===== src/rtl/load_extend_ctrl.sv =====
// Load sequencer: issues one request/acknowledge read on the data-memory port,
// then selects the byte lane and zero- or sign-extends the result.
//
// state | meaning
// IDLE  | waiting for start; bad commands complete straight away with err
// REQ   | mem_req held high until mem_ack or the wait budget runs out
// DONE  | one-cycle done pulse, err valid, then back to IDLE
module load_extend_ctrl #(
    parameter int DATA_W  = 16,
    parameter int TIMEOUT = 8
) (
    input  logic              clk,
    input  logic              rst,
    input  logic              start,
    input  logic [1:0]        op,
    input  logic [15:0]       addr,
    output logic              busy,
    output logic              done,
    output logic              err,
    output logic [DATA_W-1:0] rdata,
    output logic              mem_req,
    output logic [15:0]       mem_addr,
    input  logic              mem_ack,
    input  logic [DATA_W-1:0] mem_rdata
);

    typedef enum logic [1:0] {
        IDLE = 2'd0,
        REQ  = 2'd1,
        DONE = 2'd2
    } stateT;

    localparam logic [1:0] OP_LW  = 2'b00;
    localparam logic [1:0] OP_LBU = 2'b01;
    localparam logic [1:0] OP_LB  = 2'b10;

    stateT             state;
    stateT             stateNext;
    logic [1:0]        opQ;
    logic [15:0]       addrQ;
    logic [7:0]        waitCnt;
    logic              errQ;
    logic [DATA_W-1:0] rdataQ;
    logic              cmdBad;
    logic [7:0]        laneByte;
    logic [DATA_W-1:0] extData;

    assign cmdBad = (op == 2'b11) || ((op == OP_LW) && addr[0]);

    // Little-endian lane select on the latched address.
    assign laneByte = addrQ[0] ? mem_rdata[15:8] : mem_rdata[7:0];

    always_comb begin
        extData = mem_rdata;
        case (opQ)
            OP_LW:   extData = mem_rdata;
            OP_LBU:  extData = {8'h00, laneByte};
            OP_LB:   extData = {{8{laneByte[7]}}, laneByte};
            default: extData = mem_rdata;
        endcase
    end

    always_comb begin
        stateNext = state;
        case (state)
            IDLE: if (start) stateNext = cmdBad ? DONE : REQ;
            // Ack in the last budgeted cycle still wins over the timeout.
            REQ:  if (mem_ack || (waitCnt == 8'd0)) stateNext = DONE;
            DONE: stateNext = IDLE;
            default: stateNext = IDLE;
        endcase
    end

    always_ff @(posedge clk) begin
        if (rst) begin
            state   <= IDLE;
            opQ     <= 2'b00;
            addrQ   <= 16'h0000;
            waitCnt <= 8'd0;
            errQ    <= 1'b0;
            rdataQ  <= '0;
        end else begin
            state <= stateNext;
            case (state)
                IDLE: begin
                    if (start) begin
                        opQ     <= op;
                        addrQ   <= addr;
                        waitCnt <= 8'(TIMEOUT - 1);
                        errQ    <= cmdBad;
                    end
                end
                REQ: begin
                    if (mem_ack) begin
                        rdataQ <= extData;
                        errQ   <= 1'b0;
                    end else if (waitCnt == 8'd0) begin
                        errQ <= 1'b1;
                    end else begin
                        waitCnt <= waitCnt - 8'd1;
                    end
                end
                DONE: errQ <= 1'b0;
                default: errQ <= 1'b0;
            endcase
        end
    end

    assign busy     = (state != IDLE);
    assign done     = (state == DONE);
    assign err      = errQ;
    assign rdata    = rdataQ;
    assign mem_req  = (state == REQ);
    assign mem_addr = {addrQ[15:1], 1'b0};

endmodule


===== config.mk =====
export PLATFORM = sky130hd
export DESIGN_NAME = load_extend_ctrl
export DESIGN_NICKNAME = d
export VERILOG_FILES = /design/src/rtl/load_extend_ctrl.sv
export SDC_FILE = /design/constraint.sdc
export NUM_CORES = 1
export LEC_CHECK = 0
export ABC_CLOCK_PERIOD_IN_PS = 1800
export CORE_MARGIN = 2
export CORE_UTILIZATION = 40
export CTS_CLUSTER_SIZE = 40
export DETAILED_ROUTE_END_ITERATION = 10
export PLACE_DENSITY_LB_ADDON = 0.15
export REMOVE_ABC_BUFFERS = 1
export SLEW_MARGIN = 15
export SYNTH_ARGS = -nofsm -noshare
export SYNTH_HDL_FRONTEND = slang
export SYNTH_SLANG_ARGS = --single-unit

===== constraint.sdc =====
create_clock -name clk -period 1.8 [get_ports clk]
set_input_delay 0.36 -clock clk [delete_from_list [all_inputs] [get_ports clk]]
set_output_delay 0.36 -clock clk [all_outputs]
set_load 0.02 [all_outputs]

; ---- After elaboration in Yosys (flattened, before gate mapping)
; Cells that the tools add are included.
[word_totals]
in_bits = 38
reg_bits = 45
output_inout_bits = 36
[classes]
n_reduce_logical = 13
eq_ne = 10
mux = 14
n_addsub = 1
[ops]
columns = operator, n
row1 = 8-bit 2-to-1 mux, 4
row2 = 16-bit one-hot mux with 2 select lines, 1
row3 = 8-bit one-hot mux with 2 select lines, 1
row4 = 8-bit logical NOT, 1
row5 = 2-bit AND reduction, 4
row6 = "8-bit by 1-bit subtractor with 8-bit output, second input constant", 1
row7 = "2-bit == test, second input constant", 3
row8 = 2-bit 2-to-1 mux, 3
row9 = "2-bit inequality test, second input constant", 3
row10 = "2-bit by 1-bit == test with 1-bit output, second input constant", 2
row11 = 2-bit logical NOT, 2
row12 = 2-bit one-hot mux with 2 select lines, 1
row13 = 4-bit AND reduction, 1
row14 = 2-bit nonzero test, 2
row15 = 1-bit 2-to-1 mux, 3
row16 = "3-bit by 1-bit inequality test with 1-bit output, second input constant", 1
row17 = 1-bit logical OR, 2
row18 = "2-bit by 1-bit inequality test with 1-bit output, second input constant", 1
row19 = 1-bit one-hot mux with 2 select lines, 1
row20 = 1-bit logical AND, 1

; ---- Depth between registers and ports, before layout
[depth]
ltp_word = 6
ltp_mapped = 7

; ---- Least setup slack after synthesis
; OpenSTA, ideal clock, no wires.
[synth_timing]
path_type = register -> register
startpoint = register waitCnt[0]
endpoint = register waitCnt[2]
n_path_buf = 1
slack_ps = 71
t_required_ps = 1667
synth_period_minus_slack_ps = 1729
setup_ps = 133
path_stages_with_launch = 8
t_arrival_ps = 1595
path_cell_list = dfxtp_1 inv_1 ha_1 or3b_2 o21a_1 buf_6 a211oi_1 a311oi_1
[synth_via]
elab_chain_len = 4
[synth_lines]
columns = element, line_no
row1 = start: declaration, 41  ; logic [7:0] waitCnt;
row2 = start signal: assignment, 89  ; waitCnt <= 8'(TIMEOUT - 1);
row3 = start signal: assignment, 100  ; waitCnt <= waitCnt - 8'd1;
row4 = 8-bit by 1-bit subtractor with 8-bit output, 100
row5 = 8-bit 2-to-1 mux, 97  ; end else if (waitCnt == 8'd0) begin
row6 = 8-bit 2-to-1 mux, 94  ; if (mem_ack) begin
row7 = 8-bit one-hot mux with 2 select lines, 84  ; case (state)
; Parallel ways exist; a longest one is shown, timed or not. The select of a mux whose other input is x is not followed.
; A chain may end at the register's enable or synchronous reset.

; ---- Worst setup path in the final report
[layout_timing]
startpoint = register state[0]
endpoint = output port busy
[layout_via]
elab_chain_len = 1
[layout_lines]
columns = element, line_no
row1 = start: declaration, 37  ; stateT state;
row2 = start signal: assignment, 83  ; state <= stateNext;
row3 = 2-bit nonzero test, 109  ; assign busy = (state != IDLE);
row4 = end: declaration, 17  ; output logic busy,
; No other way between the ends.

==> summary.txt <==
Synthesis
  • Synth Flop Type: dfxtp_1
  • Multiplexer share of the synthesized area: 0.03406
  • Synth Area in Simple Gates: 0.2117
  • Mean cell area of the mapped netlist: 8.430 um2
  • Asr flop ratio synth: 0
  • Xor and xnor fraction of the mapped netlist area: 0.01703
  • Sequential share of the synthesized area: 0.4380
  • Mapped Cells: 244
  • Post-synth top area cell: dfxtp_1
  • Count leader, synth: nand2_1
  • Main combinational cell family by area after synthesis: simple AND/OR/NAND/NOR gates
  • Post-Synth Adder-Cell Area: 0.02433
  • Unique cell type count in the Yosys netlist: 38
  • Area contributors post-synth: dfxtp_1 44%, nand2_1 8.8%, buf_4 5.8%
  • Synthesized cell area: 0.002057 mm2
  • EDFF count, synth: 0
  • Area share of the largest cell type after synthesis: 0.4380
  • Post-synth top cells: 48 x nand2_1, 45 x dfxtp_1, 26 x nor2_1, 21 x a21oi_1, 16 x buf_4
  • Yosys Warn Count: 0
  • Compound-Gate Fraction of Synth Area: 0.1770
  • Seq cells post-synth: 45

Status
  • Status: completed

Drt
  • Routed WL: 4809 um
  • Detailed-route DRC error count: 0
  • Drt initial violations: 24
  • DRT Pass-1 Iters: 4
  • Avg WL per Cell: 12.36 um
  • Via density per instance: 4.812
  • Antenna-violating nets left: 0
  • Via count: 1872

Power and ir drop
  • Leak: 1.221 nW
  • Cell Pwr Density: 763.1 mW/mm2
  • Peak VDD IR: 0.5083 mV
  • Power, Total: 2.285 mW

Setup path
  • Worst EP required: 1.44 ns
  • CP startpoint kind: flop
  • Setup CP Type: reg -> out
  • CP arrival: 1.35 ns
  • CP Capture Type: primary output
  • Worst Path Max Fanout: 8
  • Reg2Reg Depth: 5

Floorplan
  • Core Area: 0.005042 mm2
  • Rows: 26
  • Area of the die: 0.005732 mm2
  • Ports: 74
  • Starting Density: 0.4079
  • Die Y-Extent: 75.71 um
  • Chip width: 75.71 um

Clock network
  • CTS tree: yes
  • Clock transition at path regs: 0.08 ns
  • Root Buffer: clkbuf_8
  • TritonCTS Buffers: 5
  • Later-pin clock latency in the skew report: 0.30 ns
  • Post-CTS setup repair buffer count: 0
  • Clock Sinks: 45
  • Clock Path Buffers: 2
  • Post-CTS sizing: 6
  • H-tree depth: 2
  • Hold-fix buffers at CTS: 0

Layout
  • ANT cells: 0
  • Layout cell share with drive strength beyond 1: 0.1317
  • Fin nets: 361
  • Non-Filler Instances: 389
  • Area growth from synthesis to layout: 45.56%

STA
  • Final worst-path cycle share: 0.9502
  • Setup tns final: 0 ns
  • Hold Fails Final Rpt: 0
  • Slew @ Worst Pin: 0.5880 ns
  • Clock skew: 0.002525 ns
  • Slew HR: 0.6056
  • RSZ-0062 raised after global routing: false
  • Final setup violation count: 0
  • Maximum clock rate: 584.6 MHz
  • Final worst slack: 0.08957 ns
  • Final Max Slew Viols: 0
  • Fin crit period: 1.710 ns

Placed design
  • # port buffers: 72
  • Post-Place Cells: 382
  • Place WS: -0.1144 ns
  • RD Place Congestion: 0.8315
  • Final HPWL DP: 3703 um

Global routing
  • Vias in the first global route: 1655
  • Global-route wire length before repair: 7493 um
  • Aggregate global-route resource usage: 0.1741
  • Antenna violations before repair: 0
  • Largest net degree at the start of global routing: 20
  • GRT Residual Overflow: 0

Worst hold path
  • HP Class: reg -> reg
  • Hold Path Cell Cnt: 2

Run
  • Max cap viols: 0
-- power breakdown --
part           internal [mW]  leakage [nW]  switching [mW]
registers               1.05         0.369          0.0365
clock network          0.305        0.0443           0.320
logic                  0.302         0.808           0.267
-- cells in the final DEF (no fill, tap or decap), types with 3 or more instances in the layout --
cell              n
dlygate4sd2_1     3
nand2_1          48
nor3_1            5
mux2i_1           7
inv_1             6
nor2_1           26
buf_4            22
xor2_1            4
nand2b_1          3
clkdlybuf4s50_1  69
a21oi_1          21
clkbuf_8          6
ha_1              4
dfxtp_1          43
a2bb2oi_1         7
a211oi_1         12
-- worst max-delay path: stages (launching register included) --
cell,delay [ns]
dfxtp_1,0.37
or2_2,0.35
dlygate4sd2_1,0.33
-- cell type report --
cell class              instances  area, um2
clock buffers                   7      86.33
multi-input cells             165      980.9
flip-flops and latches         45      903.4
well taps                      70      87.58
inverters                       6      22.52
repair buffers                 96      913.4
fillers                       457       2048
-- metal layers --
metal	global-route usage	vias to the layer above	share of wire
met5	0	-	0
met4	0.04873	0	0.011
met3	0.06746	6	0.045
met2	0.2821	28	0.50
met1	0.2163	870	0.44
li1	-	968	-
-- flip-flops by register name, summed over array words and instances, names as in the netlist --
register  count
addrQ        16
state         2
err           1
opQ           2
waitCnt       8
rdata        16
-- through the flow --
step | utilization | cell area, um2 | hold slack, ns
after CTS | 0.5898 | 2974 | 0.4568
after global routing | 0.5938 | 2994 | 0.4769
after detailed placement | 0.5717 | 2883 | 0.4467
final | 0.5938 | 2994 | 0.4554
after global placement | 0.5717 | 2883 | 0.4425
after floorplan | - | 1882 | 0.4291
-- path summary, 6_finish.rpt --
path / start / end / slack [ns]
worst min register to register: addrQ[15]$_SDFFE_PP0P_ / addrQ[15]$_SDFFE_PP0P_ / 0.46
worst max register to register: waitCnt[3]$_SDFFE_PP0P_ / err$_SDFFE_PP0P_ / 0.16
worst max-delay path: state[0]$_SDFFE_PP0P_ / busy / 0.09
worst min-delay path: addrQ[15]$_SDFFE_PP0P_ / addrQ[15]$_SDFFE_PP0P_ / 0.46
-- kinds of logic after synthesis --
family / after synthesis
simple gates: 96
mux: 7
xor+xnor: 4
fa+ha+maj: 4
buf+inv: 34
other cells: 1
flops: 45
compound gates: 53
No activity file was read; power rests on OpenSTA's default activity.
